<file path="src/rtl/load_store_unit.sv">
// Byte-addressed load/store initiator for a word-addressed data memory.
// Sub-word stores are done as a read of the whole word followed by a merged write.
module load_store_unit #(
   parameter int ADDR_W = 7
) (
   input  logic              clk_i,
   input  logic              rst_i,
   input  logic              req_i,
   input  logic              we_i,
   input  logic [2:0]        funct3_i,
   input  logic [ADDR_W+1:0] addr_i,
   input  logic [31:0]       wdata_i,
   output logic              ready_o,
   output logic              done_o,
   output logic              err_o,
   output logic [31:0]       rdata_o,
   output logic [ADDR_W-1:0] mem_addr_o,
   output logic              mem_read_o,
   output logic              mem_write_o,
   output logic [31:0]       mem_wdata_o,
   input  logic [31:0]       mem_rdata_i,
   output logic [1:0]        dbg_state_o
);

   typedef enum logic [1:0] {S_IDLE, S_ACCESS, S_MERGE, S_RESP} state_t;

   state_t            r_state;
   state_t            w_next;
   logic              r_we;
   logic [2:0]        r_funct3;
   logic [ADDR_W+1:0] r_addr;
   logic [31:0]       r_wdata;
   logic              r_err;
   logic [31:0]       r_rdata;
   logic [31:0]       r_merge;

   logic              w_illegal;
   logic              w_misal;
   logic              w_sub_store;
   logic [7:0]        w_byte;
   logic [15:0]       w_half;
   logic [31:0]       w_load;
   logic [31:0]       w_merged;

   // Request checks are made on the live inputs so the error can be latched at accept.
   always_comb begin
      if (we_i) w_illegal = !(funct3_i == 3'b000 || funct3_i == 3'b001 || funct3_i == 3'b010);
      else      w_illegal = (funct3_i == 3'b011 || funct3_i == 3'b110 || funct3_i == 3'b111);
      w_misal = (funct3_i[1:0] == 2'b01 && addr_i[0]) ||
                (funct3_i[1:0] == 2'b10 && addr_i[1:0] != 2'b00);
   end

   assign w_sub_store = r_we && (r_funct3[1:0] != 2'b10);

   always_comb begin
      case (r_addr[1:0])
         2'd0:    w_byte = mem_rdata_i[7:0];
         2'd1:    w_byte = mem_rdata_i[15:8];
         2'd2:    w_byte = mem_rdata_i[23:16];
         default: w_byte = mem_rdata_i[31:24];
      endcase
      w_half = r_addr[1] ? mem_rdata_i[31:16] : mem_rdata_i[15:0];
      case (r_funct3)
         3'b000:  w_load = {{24{w_byte[7]}}, w_byte};
         3'b100:  w_load = {24'd0, w_byte};
         3'b001:  w_load = {{16{w_half[15]}}, w_half};
         3'b101:  w_load = {16'd0, w_half};
         default: w_load = mem_rdata_i;
      endcase
   end

   always_comb begin
      w_merged = r_merge;
      if (r_funct3[1:0] == 2'b00) w_merged[{r_addr[1:0], 3'b000} +: 8] = r_wdata[7:0];
      else                        w_merged[{r_addr[1], 4'b0000} +: 16] = r_wdata[15:0];
   end

   always_ff @(posedge clk_i or posedge rst_i) begin
      if (rst_i) r_state <= S_IDLE;
      else       r_state <= w_next;
   end

   // Memory strobes are decoded from state so an async reset drops them immediately.
   always_comb begin
      w_next      = r_state;
      ready_o     = 1'b0;
      done_o      = 1'b0;
      err_o       = 1'b0;
      mem_read_o  = 1'b0;
      mem_write_o = 1'b0;
      mem_wdata_o = 32'd0;
      case (r_state)
         S_IDLE: begin
            ready_o = 1'b1;
            if (req_i) w_next = (w_illegal || w_misal) ? S_RESP : S_ACCESS;
         end
         S_ACCESS: begin
            if (!r_we || w_sub_store) begin
               mem_read_o = 1'b1;
               w_next     = w_sub_store ? S_MERGE : S_RESP;
            end else begin
               mem_write_o = 1'b1;
               mem_wdata_o = r_wdata;
               w_next      = S_RESP;
            end
         end
         S_MERGE: begin
            mem_write_o = 1'b1;
            mem_wdata_o = w_merged;
            w_next      = S_RESP;
         end
         default: begin
            done_o = 1'b1;
            err_o  = r_err;
            w_next = S_IDLE;
         end
      endcase
   end

   always_ff @(posedge clk_i or posedge rst_i) begin
      if (rst_i) begin
         r_we     <= 1'b0;
         r_funct3 <= 3'd0;
         r_addr   <= '0;
         r_wdata  <= 32'd0;
         r_err    <= 1'b0;
         r_rdata  <= 32'd0;
         r_merge  <= 32'd0;
      end else begin
         if (r_state == S_IDLE && req_i) begin
            r_we     <= we_i;
            r_funct3 <= funct3_i;
            r_addr   <= addr_i;
            r_wdata  <= wdata_i;
            r_err    <= w_illegal || w_misal;
         end
         if (r_state == S_ACCESS && !r_we)      r_rdata <= w_load;
         if (r_state == S_ACCESS && w_sub_store) r_merge <= mem_rdata_i;
      end
   end

   assign rdata_o     = r_rdata;
   assign mem_addr_o  = r_addr[ADDR_W+1:2];
   assign dbg_state_o = r_state;

endmodule

</file>
<file path="config.mk">
export PLATFORM = sky130hd
export DESIGN_NAME = load_store_unit
export DESIGN_NICKNAME = d
export VERILOG_FILES = /design/src/rtl/load_store_unit.sv
export SDC_FILE = /design/constraint.sdc
export NUM_CORES = 1
export LEC_CHECK = 0
export BUFFER_PORTS_ARGS = -buffer_cell sky130_fd_sc_hd__buf_2
export CORE_MARGIN = 2
export CORE_UTILIZATION = 40
export CTS_CLUSTER_SIZE = 8
export DETAILED_ROUTE_END_ITERATION = 8
export GPL_TIMING_DRIVEN = 0
export PLACE_DENSITY_LB_ADDON = 0.1
export SYNTH_ARGS = -nofsm -noshare
export SYNTH_HDL_FRONTEND = slang
export SYNTH_SLANG_ARGS = --single-unit
</file>
<file path="constraint.sdc">
create_clock -name clk_i -period 3.2 [get_ports clk_i]
set_input_delay 0.16 -clock clk_i [delete_from_list [all_inputs] [get_ports clk_i]]
set_output_delay 0.16 -clock clk_i [all_outputs]
set_load 0.03 [all_outputs]
</file>
Word level (Yosys, flattened, before mapping) --
Cells that the tools add are included.
Word-level totals: register bits 112, input bits 80, output and inout port bits 78, logic and storage cells 73
Operators by class: $add $sub $neg 2, equality and inequality tests 16, shift-type cells 4, muxes and demuxes 21, reductions and logical operators 22
Operators with widths (number):
- $pmux W32 S4 | 1
- $bwmux W32 | 2
- $mux W32 | 2
- $pmux W32 S2 | 1
- $shift A16 B7 Y32 const A | 1
- $shift A8 B7 Y32 const A | 1
- $shiftx A16 B7 Y32 | 1
- $shiftx A8 B7 Y32 | 1
- $pmux W8 S3 | 1
- $mux W16 | 1
- $neg A5 Y7 | 2
- $eq A3 B3 Y1 const B | 4
- $mux W1 | 9
- $logic_or A1 B1 Y1 | 7
- $eq A2 B1 Y1 const B | 3
- $eq A2 B2 Y1 const B | 3
- $eq A3 B1 Y1 const B | 2
- $eq A3 B2 Y1 const B | 2
- $logic_and A1 B1 Y1 | 6
- $logic_not A2 Y1 | 3
- $logic_not A3 Y1 | 2
- $pmux W2 S3 | 1
- $mux W2 | 2
- $ne A2 B2 Y1 const B | 2
- other kinds (4) | 5

Logic depth before layout (Yosys ltp) --
depth after elaboration 9, mapped depth 10, depth with buffers taken out 6

Least setup slack after synthesis --
No wires, ideal clock.
path kind reg2out, from register r_addr[1], to output port mem_wdata_o[10], arrival 2.658 ns, required time 3.040 ns, path slack 0.382 ns, cell stages (with the launch flop) 9, buffers on the path 2, cell sequence dfrtp_1 -> buf_2 -> buf_2 -> inv_1 -> ha_1 -> nand2_1 -> nor3_2 -> a22oi_1 -> o32ai_1
On the way: longest elaborated chain between the ends 5, elaborated cells on any way between the ends 10, those cells by class add/sub: 2; shift: 4; mux: 4
Ends and longest elaborated chain:
- start: declaration | RTL line 31 | logic [ADDR_W+1:0] r_addr;
- start signal: assignment | RTL line 133 | r_addr <= addr_i;
- $neg A5 Y7, on equally long branches | RTL line 75, 74
- $shiftx A16 B7 Y32, or another cell as far along | RTL line 75 | else w_merged[{r_addr[1], 4'b0000} +: 16] = r_wdata[15:0];
- $bwmux W32, on equally long branches | RTL line 75, 74
- $mux W32 (*) | RTL line 74 | if (r_funct3[1:0] == 2'b00) w_merged[{r_addr[1:0], 3'b000} +: 8] = r_wdata[7:0];
- $pmux W32 S2 (*) | RTL line 92 | case (r_state)
- end: declaration | RTL line 20 | output logic [31:0] mem_wdata_o,
Mark *: on every way between the ends. The rest lies on a longest branch, timed or not.

Worst setup path in the final report --
from register r_addr[1], to output port mem_wdata_o[31]
The elaborated chain is that of the path after synthesis.

==> metrics <==
TritonCTS buffer count 9; clock tree buffer depth 2; element type at the critical path end primary output; final worst setup slack 0.0960 ns; via count 5175; Clock Sink Count 112; vias in the first global route 5207; Internal 4710 uW; Core Rows 44; fmax 0.322 GHz; # setup viols final 0; die span in x 126 um; Rel. slew slack 50.9%; fin crit share between 90% and 100%; H-tree levels 3; Routed Antenna Nets 0; die area ~16000 sq um; Clock Skew 0.0104 ns; Leak 0.00347 uW; Total Neg Setup Slack 0 ns; sequential share of power 30.9%; sw power 4140 uW; Synth Area in Compound Gates 22.3%; largest net degree at the start of global routing 70; commonest non-fill, non-tap cells in the layout buf_2, dfrtp_1, mux2_2; CP Launch Type register; Post-Syn Area approximately 6000 sq um; CP Max Fanout 10; grt total ovfl 0; first-pass GRT wire length 29900 um; CP dominant cell by count buf_4; Vias per Instance roughly 5.7; layout overhead on the synthesized area 25.1%; XOR/XNOR Fraction of Synth Area 0%; pre-CTS WS 0.112 ns; outcome finished clean; Max Cap Viol 0; routability cong. 0.879; Syn Inst Count about 540; CP max-delay cell dfrtp_1; r2r setup slk just under 0.4 ns; Worst Tran Pin Value roughly 0.74 ns; antenna violations before repair 0; Clock Tree Root clkbuf_16; final WL 19300 um; min Tclk post-route 3.10 ns; hold wc startpoint wdata_i[6]; Worst EP required 3.04 ns; Netlist cell types 51; dpl cells 885; WHS Path Cells 2; # diodes 0; CP Cell Sequence clkbuf_4 -> buf_4 -> clkinvlp_4 -> ha_1 -> nor4_4 -> buf_4 -> a221oi_1 -> o31ai_1 -> buf_2; max incr delay on CP approximately 0.40 ns; GRT Total Usage about 24%; CTS tree built; Pwr per Cell Area around 1200 nW/um^2; reg2reg path depth 10; synth warn 0; Adder-Cell Fraction of Synth Area 2.09%; asr flop ratio synth 100%; Finished Layout Cells around 910; Hold Fails Final Rpt 0; DIE HEIGHT 126 um; sequential share of the synthesized area 46.7%; total power 8850 uW; delay-heaviest family, CP buffers and inverters; IO Port Bufs 157; Pre-Repair DR Iteration Count 5; EDFF count, synth 0; nets@finish 809; DRC 0; hold endpoint r_wdata[6]; Logic pwr share 55.2%; Critical Path AT 2.94 ns; post-synth net total 633; worst r2r src r_addr[1]; Fin Hold WS 0.0205 ns; Core Area 14600 sq um; combinational family with the most area after synthesis compound AO/OA/AOI/OAI gates; I/O pin total 158; Clk pin slew, worst setup/hold paths 0.08 ns; mux cell area share after synthesis between 15 and 20%; Synth Register Bits 112; Slew Viols, Final 0; DR WL/cell 21.2 um; Hold Crit Class in2reg; most common cell after layout, fill and taps aside buf_2; syn avg cell area roughly 11 sq um; DRT iter0 DRCs 482; initial core utilization between 40% and 50%; crit path from r_addr[1]; Buf/Inv on CP 5; Top FF cell, synth dfrtp_1; share of layout cells above drive strength 1 around 43%; VDD IR max 684 uV; Clk Latency, worst-skew pair 0.36 ns; Simple-Gate Fraction of Synth Area 6.90%; reg-to-reg endpoint rdata_o[19]; Clk pwr share 13.8%; CP Class reg2out; switch share a little under half; dpl hpwl 14600 um
==> how the worst max path moves through the flow <==
| stage | to | cells after the start |
|---|---|---|
| floorplan | dbg_state_o[0] | 1 |
| global placement | r_wdata[4] | 2 |
| detailed placement | mem_wdata_o[8] | 10 |
| CTS | mem_wdata_o[8] | 9 |
| global route | mem_wdata_o[24] | 9 |
| finish | mem_wdata_o[31] | 9 |
==> repair_timing <==
action | 4_1_cts | 5_1_grt
hold buffers | 1 | 0
setup buffers | 0 | 6
pin swaps | 0 | 4
endpoints found under the setup margin | 26 | 26
gates resized for setup | 5 | 12
hold endpoints to repair | 43 | 0
==> through the flow <==
step / cell area [sq um] / utilization [%]
6_report: 7510 / 51.5
3_3_place_gp: 7020 / 48.1
3_5_place_dp: 7050 / 48.3
2_1_floorplan: 6000 / -
4_1_cts: 7400 / 50.7
5_1_grt: 7510 / 51.5
==> metal layers <==
layer	vias up	wire, um	GRT usage, %	share of wire (%)
met5	-	0	0	0
met4	0	471	8.92	2.4
met2	213	8960	38.3	47
li1	2382	-	-	-
met1	2553	8730	34.4	45
met3	27	1100	3.67	5.7
==> cells by family after synthesis <==
group | Yosys count
simple gates | 79
buf+inv | 67
mux | 91
flops | 112
fa+ha+maj | 10
compound gates | 184
==> synth_stat cells (8+ instances only) <==
cell      number  area [sq um]
a221oi_1      10          87.6
a22oi_1       15           113
clkbuf_1      19          71.3
nand2_1       25          93.8
inv_1         21          78.8
mux2_2        85           957
a221o_1       14           140
dfrtp_1      112          2800
a21oi_1       56           280
and2_1        10          62.6
ha_1          10           125
nor2_1        20          75.1
o22ai_1        9          56.3
o21ai_1        9          45.0
a22o_1        14           123
buf_2         15          75.1
o21ai_0       18          90.1
buf_4          9          67.6
a211oi_1       8          60.1
==> area by class of cell <==
class | instances | area (sq um)
Clock buffer | 10 | 239
Sequential cell | 112 | 2800
Inverter | 22 | 88.8
Buffer | 45 | 230
Fill cell | 1368 | 7080
Multi-Input combinational cell | 364 | 2950
Clock inverter | 6 | 81.3
Tap cell | 184 | 230
Timing Repair Buffer | 165 | 888
==> registers in the layout, summed over array words and instances (netlist names) <==
name	cells
r_addr	9
r_err	1
r_wdata	32
rdata_o	32
dbg_state_o	2
r_merge	32
r_funct3	3
r_we	1
==> power by group through the flow <==
stage	sequential (uW)	clock, uW	combinational, uW
global placement	2720	0	4640
floorplan	2960	0	3130
finish	2740	1230	4890
CTS	2720	1260	4770
global route	2830	1310	5280
detailed placement	2750	0	4720
Note: power is estimated with default switching activity, not from simulation.
